==> src/rtl/ex_mem_hilo_stage_pkg.sv <==
// Shared definitions for the EX->MEM HI/LO stage: ALU opcodes that write HI/LO
// and the mfhi/mflo select encodings.
package ex_mem_hilo_stage_pkg;

    localparam logic [3:0] ALU_MULT   = 4'h3;
    localparam logic [3:0] ALU_DIV    = 4'h4;
    localparam logic [1:0] HILO_RD_HI = 2'b01;
    localparam logic [1:0] HILO_RD_LO = 2'b10;

    // mult and div/divu write both halves of HI/LO from the ALU pair
    function automatic logic is_muldiv(input logic [3:0] op);
        return (op == ALU_MULT) || (op == ALU_DIV);
    endfunction

endpackage

==> src/rtl/ex_mem_hilo_stage_hilo_regfile.sv <==
// Architectural HI/LO registers. mult/div results take precedence over
// mthi/mtlo selects; nothing is written unless wr_en is high.
module hilo_regfile
    import ex_mem_hilo_stage_pkg::*;
#(
    parameter int DATA_W = 32
) (
    input  logic              clk,
    input  logic              rst_n,
    input  logic              wr_en,
    input  logic [3:0]        alu_op,
    input  logic [DATA_W-1:0] wdata,
    input  logic [DATA_W-1:0] wdata2,
    input  logic [1:0]        hilo_wr,
    output logic [DATA_W-1:0] hi,
    output logic [DATA_W-1:0] lo
);

    logic [DATA_W-1:0] hi_r;
    logic [DATA_W-1:0] lo_r;
    logic [DATA_W-1:0] hi_nxt_s;
    logic [DATA_W-1:0] lo_nxt_s;

    // Next-value selection with write priority
    always_comb begin
        hi_nxt_s = hi_r;
        lo_nxt_s = lo_r;
        if (!wr_en) begin
            hi_nxt_s = hi_r;
            lo_nxt_s = lo_r;
        end else if (is_muldiv(alu_op)) begin
            hi_nxt_s = wdata2;
            lo_nxt_s = wdata;
        end else begin
            if (hilo_wr[1]) begin
                hi_nxt_s = wdata;
            end else begin
                hi_nxt_s = hi_r;
            end
            if (hilo_wr[0]) begin
                lo_nxt_s = wdata;
            end else begin
                lo_nxt_s = lo_r;
            end
        end
    end

    // HI/LO state registers
    always_ff @(posedge clk or negedge rst_n) begin
        if (!rst_n) begin
            hi_r <= {DATA_W{1'b0}};
            lo_r <= {DATA_W{1'b0}};
        end else begin
            hi_r <= hi_nxt_s;
            lo_r <= lo_nxt_s;
        end
    end

    assign hi = hi_r;
    assign lo = lo_r;

endmodule

==> src/rtl/ex_mem_hilo_stage.sv <==
// EX->MEM pipeline register with HI/LO ownership, mfhi/mflo resolution and
// trapping-overflow squash; flush beats stall, stall freezes everything.
module ex_mem_hilo_stage
    import ex_mem_hilo_stage_pkg::*;
#(
    parameter int DATA_W     = 32,
    parameter int RADDR_W    = 5,
    parameter bit TRAP_ON_OF = 1'b1
) (
    input  logic               clk,
    input  logic               rst_n,
    input  logic               stall,
    input  logic               flush,
    input  logic               ex_valid,
    input  logic [3:0]         ex_alu_op,
    input  logic [DATA_W-1:0]  ex_result,
    input  logic [DATA_W-1:0]  ex_result2,
    input  logic               ex_of,
    input  logic               ex_trap_of,
    input  logic [1:0]         ex_hilo_rd,
    input  logic [1:0]         ex_hilo_wr,
    input  logic               ex_reg_we,
    input  logic [RADDR_W-1:0] ex_rd,
    input  logic               ex_mem_we,
    input  logic [DATA_W-1:0]  ex_store_data,
    input  logic [DATA_W-1:0]  ex_pc,
    output logic               mem_valid,
    output logic [DATA_W-1:0]  mem_result,
    output logic               mem_reg_we,
    output logic [RADDR_W-1:0] mem_rd,
    output logic               mem_mem_we,
    output logic [DATA_W-1:0]  mem_store_data,
    output logic [DATA_W-1:0]  hi,
    output logic [DATA_W-1:0]  lo,
    output logic               exc_ov,
    output logic [DATA_W-1:0]  exc_pc
);

    logic               adv_s;
    logic               trap_s;
    logic               clear_s;
    logic [DATA_W-1:0]  fwd_result_s;
    logic [DATA_W-1:0]  hi_s;
    logic [DATA_W-1:0]  lo_s;

    logic               valid_r;
    logic [DATA_W-1:0]  result_r;
    logic               reg_we_r;
    logic [RADDR_W-1:0] rd_r;
    logic               mem_we_r;
    logic [DATA_W-1:0]  store_data_r;
    logic               exc_ov_r;
    logic [DATA_W-1:0]  exc_pc_r;

    assign adv_s   = ex_valid & ~stall & ~flush;
    assign trap_s  = TRAP_ON_OF & ex_trap_of & ex_of;
    assign clear_s = flush | (~ex_valid & ~stall);

    // mfhi/mflo read the committed HI/LO; a writer one ahead has already landed
    always_comb begin
        fwd_result_s = ex_result;
        case (ex_hilo_rd)
            HILO_RD_HI: fwd_result_s = hi_s;
            HILO_RD_LO: fwd_result_s = lo_s;
            default:    fwd_result_s = ex_result;
        endcase
    end

    hilo_regfile #(
        .DATA_W (DATA_W)
    ) u_hilo (
        .clk     (clk),
        .rst_n   (rst_n),
        .wr_en   (adv_s & ~trap_s),
        .alu_op  (ex_alu_op),
        .wdata   (ex_result),
        .wdata2  (ex_result2),
        .hilo_wr (ex_hilo_wr),
        .hi      (hi_s),
        .lo      (lo_s)
    );

    // EX->MEM pipeline register; data fields simply hold on bubble/flush
    always_ff @(posedge clk or negedge rst_n) begin
        if (!rst_n) begin
            valid_r      <= 1'b0;
            result_r     <= {DATA_W{1'b0}};
            reg_we_r     <= 1'b0;
            rd_r         <= {RADDR_W{1'b0}};
            mem_we_r     <= 1'b0;
            store_data_r <= {DATA_W{1'b0}};
            exc_ov_r     <= 1'b0;
            exc_pc_r     <= {DATA_W{1'b0}};
        end else if (clear_s) begin
            valid_r  <= 1'b0;
            reg_we_r <= 1'b0;
            mem_we_r <= 1'b0;
            exc_ov_r <= 1'b0;
        end else if (adv_s) begin
            valid_r      <= 1'b1;
            result_r     <= fwd_result_s;
            reg_we_r     <= ex_reg_we & ~trap_s;
            rd_r         <= ex_rd;
            mem_we_r     <= ex_mem_we & ~trap_s;
            store_data_r <= ex_store_data;
            exc_ov_r     <= trap_s;
            if (trap_s) begin
                exc_pc_r <= ex_pc;
            end
        end
    end

    assign mem_valid      = valid_r;
    assign mem_result     = result_r;
    assign mem_reg_we     = reg_we_r;
    assign mem_rd         = rd_r;
    assign mem_mem_we     = mem_we_r;
    assign mem_store_data = store_data_r;
    assign hi             = hi_s;
    assign lo             = lo_s;
    assign exc_ov         = exc_ov_r;
    assign exc_pc         = exc_pc_r;

endmodule

==> config.mk <==
export PLATFORM = sky130hd
export DESIGN_NAME = ex_mem_hilo_stage
export DESIGN_NICKNAME = d
export VERILOG_FILES = /design/src/rtl/ex_mem_hilo_stage_pkg.sv /design/src/rtl/ex_mem_hilo_stage_hilo_regfile.sv /design/src/rtl/ex_mem_hilo_stage.sv
export SDC_FILE = /design/constraint.sdc
export NUM_CORES = 1
export LEC_CHECK = 0
export ABC_CLOCK_PERIOD_IN_PS = 2550
export CORE_MARGIN = 5
export CORE_UTILIZATION = 45
export DETAILED_ROUTE_END_ITERATION = 10
export PLACE_DENSITY = 0.85
export SLEW_MARGIN = 10
export SYNTH_ARGS = -nofsm -noshare
export SYNTH_HDL_FRONTEND = slang
export SYNTH_SLANG_ARGS = --single-unit
==> constraint.sdc <==
create_clock -name clk -period 2.55 [get_ports clk]
set_clock_uncertainty 0.2 [all_clocks]
set_input_delay 0.51 -clock clk [delete_from_list [all_inputs] [get_ports clk]]
set_output_delay 0.51 -clock clk [all_outputs]
set_load 0.02 [all_outputs]
==> flow_summary_export.csv, run 1 <==
group,metric,value,unit
run_status,outcome,"finished, final reports clean",
power,power.density,859,nW/um^2
setup_path,crit_type,"reg -> out",
clock_network,insertion_delay,420,ps
final_layout,nFillCells,1091,
clock_network,post_cts_resized,0,
setup_path,reg2reg_to,"mem_result[2]",
global_route,grt_pass1_wl,35700,um
final_layout,final_cells,1105,
setup_path,reg2reg_depth,4,
logic_synthesis,synth_edf_count,0,
global_route,antenna_found_initial,0,
sta,fmaxAchievable,448,MHz
die,ios,319,
clock_network,cts_tree,"yes",
die,die_y,136,um
sta,tns,0,ps
final_layout,nets,1031,
setup_path,cp-end-kind,"output port",
power,p_sw,3.02,mW
power,switching_share,30.9,%
setup_path,slowest_stage,"clkdlybuf4s50_1",
logic_synthesis,ys_ff_latch,169,
logic_synthesis,syn_area,7140,um^2
place,placed_area,10700,um^2
power,power_frac_comb,33.3,%
power,power_leakage,4.85,nW
place,place_ws,-92.4,ps
final_layout,design_area,11400,um^2
clock_network,htree_levels,4,
clock_network,root_buffer,"clkbuf_16",
sta,setup_ws,319,ps
sta,rsz0062_at_grt,"no",
logic_synthesis,syn_nets,711,
job,max_cap_violations,0,
setup_path,cp-start-kind,"flip-flop",
power,pwr-share-clk,28.9,%
detailed_routing,antenna_left,0,
sta,finalCritPeriodShare,87.5,%
logic_synthesis,synth-main-ff-cell,"dfrtp_1",
final_layout,areaGrowthSynthToFinish,59.0,%
logic_synthesis,avgSynthCellArea,12.8,um^2
sta,whs,283,ps
place,dp.cells,1075,
final_layout,drive_above_1_share,10.2,%
sta,tightestPinTransition,779,ps
power,seqPwrFrac,37.8,%
global_route,gr-total-overflow,0,
setup_path,crit_fanout,3,
clock_network,path_clk_slew,60,ps
setup_path,cp_slowest_stage_delay,650,ps
setup_path,worstSetupEndpoint,"lo[11]",
die,die_area,18500,um^2
setup_path,cp_top_family,"buffers and inverters",
logic_synthesis,yosys.area.top_type,"dfrtp_1",
setup_path,crit_arrival,1520,ps
setup_path,critPathLaunch,"u_hilo.lo[11]",
logic_synthesis,netlist_top_cells_count,"169 x dfrtp_1, 71 x mux2_1, 34 x nand2_1",
place,dpl.hpwl,17100,um
sta,hold_viol,0,
setup_path,worstPathCellList,"clkdlybuf4s50_1",
die,die_w,136,um
worst_hold_path,hold_class,"reg -> reg",
clock_network,cts.sinks,169,
detailed_routing,vias,5928,
detailed_routing,routed_via_density,5.36,
sta,setup_viol_count_final,0,
logic_synthesis,synthCells,559,
logic_synthesis,synth_mux_area_share,17.6,%
detailed_routing,wire_per_inst,20.7,um
logic_synthesis,synth_compound_area_share,15.4,%
logic_synthesis,yosys.area_share.adder,0.351,%
logic_synthesis,synth-simple-area-share,4.35,%
clock_network,cts_buffers,17,
logic_synthesis,synth-xor-area-share,0,%
setup_path,crit_buf_inv,1,
power,max-vdd-ir-drop,465,uV
global_route,grt_max_degree,62,
setup_path,reg2reg_slack,1270,ps
place,place_congestion,0.812,
sta,drv_slew,0,
logic_synthesis,ys_top_cells_by_area,"dfrtp_1 59%, mux2_1 11%, mux2_4 6.3%",
logic_synthesis,post-synth-top-count-cell,"dfrtp_1",
logic_synthesis,synth_top_family_by_area,"multiplexers",
die,fp.coreArea,15700,um^2
die,rows,46,
final_layout,diodes,0,
sta,fin_crit,2230,ps
logic_synthesis,synthArstFlopShare,100,%
detailed_routing,first_pass_iters,5,
sta,relSlewSlack,48.1,%
clock_network,clockBufferDepth,2,
setup_path,reg2reg_from,"u_hilo.lo[2]",
detailed_routing,routed_wl,22900,um
detailed_routing,drc,0,
detailed_routing,drtIter0Drc,315,
logic_synthesis,synth-seq-area-share,59.2,%
power,internal-power,6.73,mW
logic_synthesis,synth_top_area_share,59.2,%
setup_path,crit_cells,1,
clock_network,cts_setup_buffers,0,
global_route,grt_util_all_layers,25.2,%
global_route,grt_pass1_vias,6263,
final_layout,utilization,72.2,%
logic_synthesis,ys_warn_count,0,
setup_path,required,1840,ps
logic_synthesis,synth_cell_type_count,30,
die,initial_core_util,45.4,%
clock_network,cts_hold_buf,1,
place,port_buffers,318,
power,finalPower,9.75,mW
## worst min-delay path by stage
stage,startpoint,end,depth (start not counted)
3_3_place_gp,exc_ov,exc_ov,1
4_1_cts,exc_ov,exc_ov,1
6_report,exc_ov,exc_ov,1
3_5_place_dp,exc_ov,exc_ov,1
5_1_grt,exc_pc[24],exc_pc[24],1
2_1_floorplan,rst_n,exc_ov,0
## cells in the final DEF, fill, tap and decap left out, types with 2 or more instances in the layout
cell type,count
clkdlybuf4s50_1,317
dfrtp_1,169
mux2_1,71
nand2_1,34
nor2_1,33
a22oi_1,32
a21oi_1,32
o21ai_1,32
o22ai_1,32
a2bb2oi_1,32
mux2_4,30
clkbuf_16,17
buf_4,17
buf_12,9
bufinv_16,5
inv_1,2
a22o_1,2
clkinvlp_4,2
inv_6,2
## metal layers
metal | global-route usage [%] | part of all wire (%) | vias to the layer above
li1 | - | - | 2682
met1 | 30.1 | 39 | 2916
met2 | 43.3 | 50 | 286
met4 | 8.79 | 2.5 | 0
met5 | 0 | 0 | -
met3 | 7.85 | 8.9 | 44
## power by group through the flow
stage	combinational (mW)	sequential [mW]	clock, mW
3_3_place_gp	3.19	3.69	0
5_1_grt	3.42	3.77	2.97
2_1_floorplan	0.749	4.38	0
3_5_place_dp	3.26	3.71	0
4_1_cts	3.27	3.69	2.86
6_report	3.24	3.69	2.82
## kinds of logic (layout without fill, tap and decap cells)
logic type	Yosys count	count (layout)
compound gates	166	166
fa+ha+maj	2	2
buf+inv	46	376
flops	169	169
mux	102	102
simple gates	74	74
## sequential cells by signal (all words and copies together), names as in the netlist, 5 cells and up
signal / cells
exc_pc: 32
mem_result: 32
mem_store_data: 32
u_hilo.hi: 32
u_hilo.lo: 32
mem_rd: 5
## layout make-up
| cell class | instances | area (um^2) | share of cell area [%] |
|---|---|---|---|
| Clock buffer | 18 | 439 | 3.87 |
| Multi-Input combinational cell | 344 | 2710 | 23.8 |
| Tap cell | 216 | 270 | 2.38 |
| Clock inverter | 11 | 196 | 1.73 |
| Timing Repair Buffer | 345 | 3500 | 30.9 |
| Sequential cell | 169 | 4230 | 37.3 |
| Inverter | 2 | 7.51 | 0.0661 |
Power figures use the tool's default switching activity.
==> run 2, diff against run 1 <==
--- a/config.mk
+++ b/config.mk
@@ -6,11 +6,12 @@
 export NUM_CORES = 1
 export LEC_CHECK = 0
 export ABC_CLOCK_PERIOD_IN_PS = 2550
-export CORE_MARGIN = 5
-export CORE_UTILIZATION = 45
+export CORE_MARGIN = 10
+export CORE_UTILIZATION = 47
 export DETAILED_ROUTE_END_ITERATION = 10
-export PLACE_DENSITY = 0.85
+export PLACE_DENSITY = 0.86
 export SLEW_MARGIN = 10
 export SYNTH_ARGS = -nofsm -noshare
 export SYNTH_HDL_FRONTEND = slang
+export SYNTH_HIERARCHICAL = 1
 export SYNTH_SLANG_ARGS = --single-unit
==> flow_summary_export.csv, run 2 <==
group,metric,value,unit
die,die_w,151,um
place,place_congestion,0.827,
sta,rsz0062_at_grt,"no",
detailed_routing,wire_per_inst,23.4,um
place,dpl.hpwl,20400,um
final_layout,nets,1097,
detailed_routing,routed_wl,27600,um
detailed_routing,wl_met1,10400,um
worst_hold_path,hold_class,"in -> async",
detailed_routing,first_pass_iters,4,
logic_synthesis,synth-main-ff-cell,"dfrtp_1",
sta,hold_viol,0,
clock_network,insertion_delay,430,ps
final_layout,design_area,12200,um^2
setup_path,cp-start-kind,"input port",
logic_synthesis,synth_edf_count,0,
clock_network,cts.sinks,169,
logic_synthesis,synth-seq-area-share,52.4,%
setup_path,required,2700,ps
logic_synthesis,syn_nets,788,
detailed_routing,vias,6613,
die,ios,319,
die,die_y,151,um
setup_path,cp-end-kind,"flip-flop",
detailed_routing,routed_via_density,5.62,
final_layout,final_cells,1177,
logic_synthesis,synth_top_area_share,52.4,%
setup_path,crit_type,"in -> reg",
detailed_routing,top_layer,"met5",
logic_synthesis,avgSynthCellArea,12.7,um^2
logic_synthesis,synthArstFlopShare,100,%
setup_path,crit_arrival,2460,ps
sta,finalCritPeriodShare,90.5,%
detailed_routing,wl_met2,14200,um
sta,relSlewSlack,44.8,%
logic_synthesis,netlist_top_cells_count,"169 x dfrtp_1, 65 x nor2b_1, 55 x mux2_2",
detailed_routing,drtIter0Drc,461,
setup_path,crit_fanout,22,
power,power.density,758,nW/um^2
sta,fin_crit,2310,ps
clock_network,cts_setup_buffers,0,
die,rows,47,
place,dp.cells,1145,
logic_synthesis,post-synth-top-count-cell,"dfrtp_1",
final_layout,diodes,0,
logic_synthesis,syn_area,8070,um^2
clock_network,path_clk_slew,70,ps
sta,tightestPinTransition,828,ps
power,power_leakage,5.04,nW
logic_synthesis,ys_warn_count,6,
clock_network,clockBufferDepth,2,
final_layout,final_common_cell,"clkdlybuf4s50_1",
global_route,antenna_found_initial,1,
final_layout,nFillCells,1186,
global_route,grt_pass1_wl,41600,um
final_layout,drive_above_1_share,17.9,%
logic_synthesis,synthCells,636,
final_layout,areaGrowthSynthToFinish,50.7,%
sta,drv_slew,0,
logic_synthesis,yosys.area.top_type,"dfrtp_1",
sta,setup_viol_count_final,0,
run_status,outcome,"finished, final reports clean",
final_layout,layout_common_cells,"316 x clkdlybuf4s50_1, 169 x dfrtp_1, 65 x nor2b_1",
place,placed_area,11600,um^2
clock_network,htree_levels,4,
detailed_routing,antenna_left,0,
power,max-vdd-ir-drop,488,uV
sta,fmaxAchievable,433,MHz
global_route,gr-total-overflow,0,
clock_network,root_buffer,"clkbuf_16",
clock_network,cts_tree,"yes",
die,initial_core_util,48.3,%
global_route,grt_pass1_vias,6927,
logic_synthesis,synth_cell_type_count,29,
clock_network,cts_buffers,17,
detailed_routing,drc,0,
global_route,grt_util_all_layers,23.8,%
global_route,grt_max_degree,98,
detailed_routing,met3WireLength,2180,um
place,port_buffers,318,
die,fp.coreArea,16700,um^2
die,die_area,22800,um^2
job,max_cap_violations,0,
logic_synthesis,ys_top_cells_by_area,"dfrtp_1 52%, mux2_4 8.6%, mux2_2 7.7%",
logic_synthesis,ys_ff_latch,169,
[run 2: cell count changes in the layout (fill, tap and decap cells not counted), moves of 32 or more]
cell	change
o21ai_1	-32
a211oi_1	+32
nor2b_1	+64
o22ai_1	-32
mux2_2	+55
a21oi_1	-32
nor2_1	-32
a22oi_1	-32
o31ai_1	+32
a2bb2oi_1	-32
a311o_1	+32
a221oi_1	+32
mux2_1	-71
nand2b_1	+32
[run 2: worst max-delay path, cell delays in order]
cell and delay (ps):
clkdlybuf4s50_1 480, or3b_4 410, a21oi_4 180, buf_12 170
buf_12 150, nand3_1 80, a211oi_1 280, a311o_1 180
[run 2: metal layers]
metal | GRT usage [%] | up-vias
met5 | 0 | -
met2 | 40.5 | 258
met3 | 7.76 | 49
met1 | 27.6 | 3330
met4 | 8.08 | 2
li1 | - | 2974
[run 2: cell type report]
| class | instances | area [um^2] | area share, % |
|---|---|---|---|
| multi-input combinational | 405 | 3470 | 28.6 |
| timing repair buffer | 350 | 3600 | 29.6 |
| clock buffer | 20 | 457 | 3.76 |
| tap | 220 | 275 | 2.27 |
| sequential | 169 | 4230 | 34.8 |
| clock inverter | 11 | 114 | 0.937 |
| inverter | 2 | 7.51 | 0.0618 |
[run 2: logic make-up (layout without fill, tap and decap cells)]
kind of cell,count (synthesis),in the layout,synth area share [%]
fa+ha+maj,2,2,0.310
flops,169,169,52.4
mux,102,102,16.4
simple gates,168,168,11.9
compound gates,133,133,14.0
buf+inv,62,383,4.90
[run 2: path summary, 6_finish.rpt]
kind                                     from       endpoint  slack, ps  depth (start not counted)
worst min-delay path                    rst_n     exc_pc[10]        240                          2
worst min register to register  mem_result[5]  mem_result[5]        280                          2
max in group asynchronous               rst_n  u_hilo/hi[29]       1210                          3
worst max register to register  u_hilo/hi[21]  u_hilo/hi[21]       1300                          3
min in group clk                mem_result[5]  mem_result[5]        280                          2
worst max-delay path                 ex_valid  u_hilo/hi[21]        240                          8
[run 2: power by group]
part           switching [mW]  internal [mW]  leakage, nW
clock network            1.11           1.41        0.275
logic                    1.47           1.67         2.78
registers               0.361           3.19         1.98
[run 2: what timing repair did]
item	in CTS	in global routing
endpoints found under the hold margin	164	0
resized for setup	0	0
hold buffers	1	0
[run 2: metrics by stage]
| step | setup slack [ps] | power [mW] | util [%] | TNS, ps | hold WS, ps |
|---|---|---|---|---|---|
| 6_report | 243 | 9.21 | 72.8 | 0 | 242 |
| 5_1_grt | 172 | 9.59 | 72.8 | 0 | 233 |
| 3_3_place_gp | -105 | 6.65 | 69.3 | -6060 | 103 |
| 3_5_place_dp | -160 | 6.75 | 69.3 | -9550 | 102 |
| 4_1_cts | 256 | 9.29 | 72.8 | 0 | 210 |
| 2_1_floorplan | -12.3 | 5.02 | - | -361 | 14.4 |
==> run 3, diff against run 2 <==
--- a/config.mk
+++ b/config.mk
@@ -7,9 +7,10 @@
 export LEC_CHECK = 0
 export ABC_CLOCK_PERIOD_IN_PS = 2550
 export CORE_MARGIN = 10
-export CORE_UTILIZATION = 47
+export CORE_UTILIZATION = 50
+export CTS_CLUSTER_DIAMETER = 50
 export DETAILED_ROUTE_END_ITERATION = 10
-export PLACE_DENSITY = 0.86
+export DONT_BUFFER_PORTS = 1
 export SLEW_MARGIN = 10
 export SYNTH_ARGS = -nofsm -noshare
 export SYNTH_HDL_FRONTEND = slang
==> flow_summary_export.csv, run 3 (synthesized netlist as in run 2, its figures left out) <==
group,metric,value,unit
final_layout,nets,765,
setup_path,crit_fanout,44,
sta,tns,0,ps
power,power_leakage,3.74,nW
sta,whs,-414,ps
clock_network,cts_hold_buf,1,
detailed_routing,vias,5186,
final_layout,utilization,56.0,%
sta,fmaxAchievable,518,MHz
clock_network,post_cts_resized,0,
clock_network,cts_tree,"yes",
place,place_congestion,0.786,
global_route,grt_max_degree,170,
detailed_routing,routed_via_density,6.16,
sta,rsz0062_at_grt,"no",
clock_network,cts.sinks,169,
setup_path,crit_arrival,2090,ps
place,placed_area,8220,um^2
worst_hold_path,hold_class,"in -> async",
clock_network,cts_setup_buffers,0,
detailed_routing,drtIter0Drc,335,
clock_network,path_clk_slew,70,ps
die,die_w,147,um
final_layout,areaGrowthSynthToFinish,9.93,%
setup_path,crit_type,"in -> reg",
place,port_buffers,0,
die,ios,319,
sta,hold_viol,169,
job,max_cap_violations,0,
sta,drv_slew,0,
clock_network,clockBufferDepth,2,
global_route,antenna_found_initial,0,
detailed_routing,antenna_left,0,
global_route,gr-total-overflow,0,
setup_path,required,2710,ps
clock_network,root_buffer,"clkbuf_16",
detailed_routing,first_pass_iters,4,
run_status,violations,"hold timing",
setup_path,reg2reg_depth,3,
detailed_routing,wire_per_inst,27.7,um
place,dpl.hpwl,16700,um
clock_network,htree_levels,4,
sta,tightestPinTransition,501,ps
global_route,grt_pass1_wl,35600,um
die,rows,46,
setup_path,cp-start-kind,"input port",
die,fp.coreArea,15800,um^2
clock_network,cts_buffers,17,
final_layout,design_area,8870,um^2
final_layout,drive_above_1_share,24.9,%
detailed_routing,routed_wl,23400,um
power,max-vdd-ir-drop,590,uV
power,power.density,912,nW/um^2
final_layout,final_common_cell,"dfrtp_1",
run_status,outcome,"complete, but fails checks",
final_layout,layout_common_cells,"169 x dfrtp_1, 65 x nor2b_1, 55 x mux2_2",
sta,fin_crit,1930,ps
die,die_y,147,um
global_route,grt_util_all_layers,21.0,%
detailed_routing,drc,0,
global_route,grt_pass1_vias,5430,
sta,setup_viol_count_final,0,
place,dp.cells,809,
sta,finalCritPeriodShare,75.7,%
final_layout,diodes,0,
clock_network,insertion_delay,420,ps
die,initial_core_util,51.0,%
setup_path,cp-end-kind,"flip-flop",
sta,relSlewSlack,66.6,%
die,die_area,21600,um^2
final_layout,final_cells,842,
run 3: power by group:
part,switching [mW],internal (mW),leakage (nW)
sequential,1.16,3.19,1.98
clock,1.11,1.67,0.310
combinational,0.355,0.606,1.45
run 3: per-layer routing:
layer	global-route usage, %	vias up	part of all wire (%)	routed length [um]
met5	0	-	0	0
met4	5.60	0	1.5	340
met3	10.2	23	11	2530
met2	35.4	215	51	11900
met1	23.3	2636	37	8550
li1	-	2312	-	-
run 3: worst paths after layout:
check / start / endpoint / slack, ps
setup / recovery: flush / u_hilo/hi[11] / 620
max in group asynchronous: rst_n / mem_result[20] / 2240
min in group clk: ex_mem_we / mem_mem_we / 30
setup reg to reg: u_hilo/hi[9] / u_hilo/hi[9] / 1190
hold reg to reg: mem_result[26] / mem_result[26] / 440
hold / removal: rst_n / mem_result[17] / -410
run 3: final cells by class:
type / count / area, um^2
well taps: 216 / 270
flip-flops and latches: 169 / 4230
repair buffers: 18 / 250
multi-input cells: 405 / 3470
fillers: 1309 / 6960
clock buffers: 18 / 429
clock inverters: 14 / 208
inverters: 2 / 7.51
run 3: metrics by stage:
| stage | power, mW | worst slack, ps |
|---|---|---|
| after floorplan | 5.02 | -12.3 |
| after global placement | 5.31 | 273 |
| after detailed placement | 5.38 | 205 |
| after CTS | 8.19 | 652 |
| after global routing | 8.43 | 542 |
| final | 8.09 | 620 |
run 3: worst max-delay path, cell delays in order:
cell and delay [ps]:
or3b_4 450, a21oi_4 170, buf_12 180, buf_12 210
nand3_1 110, a211oi_1 280, a311o_1 150
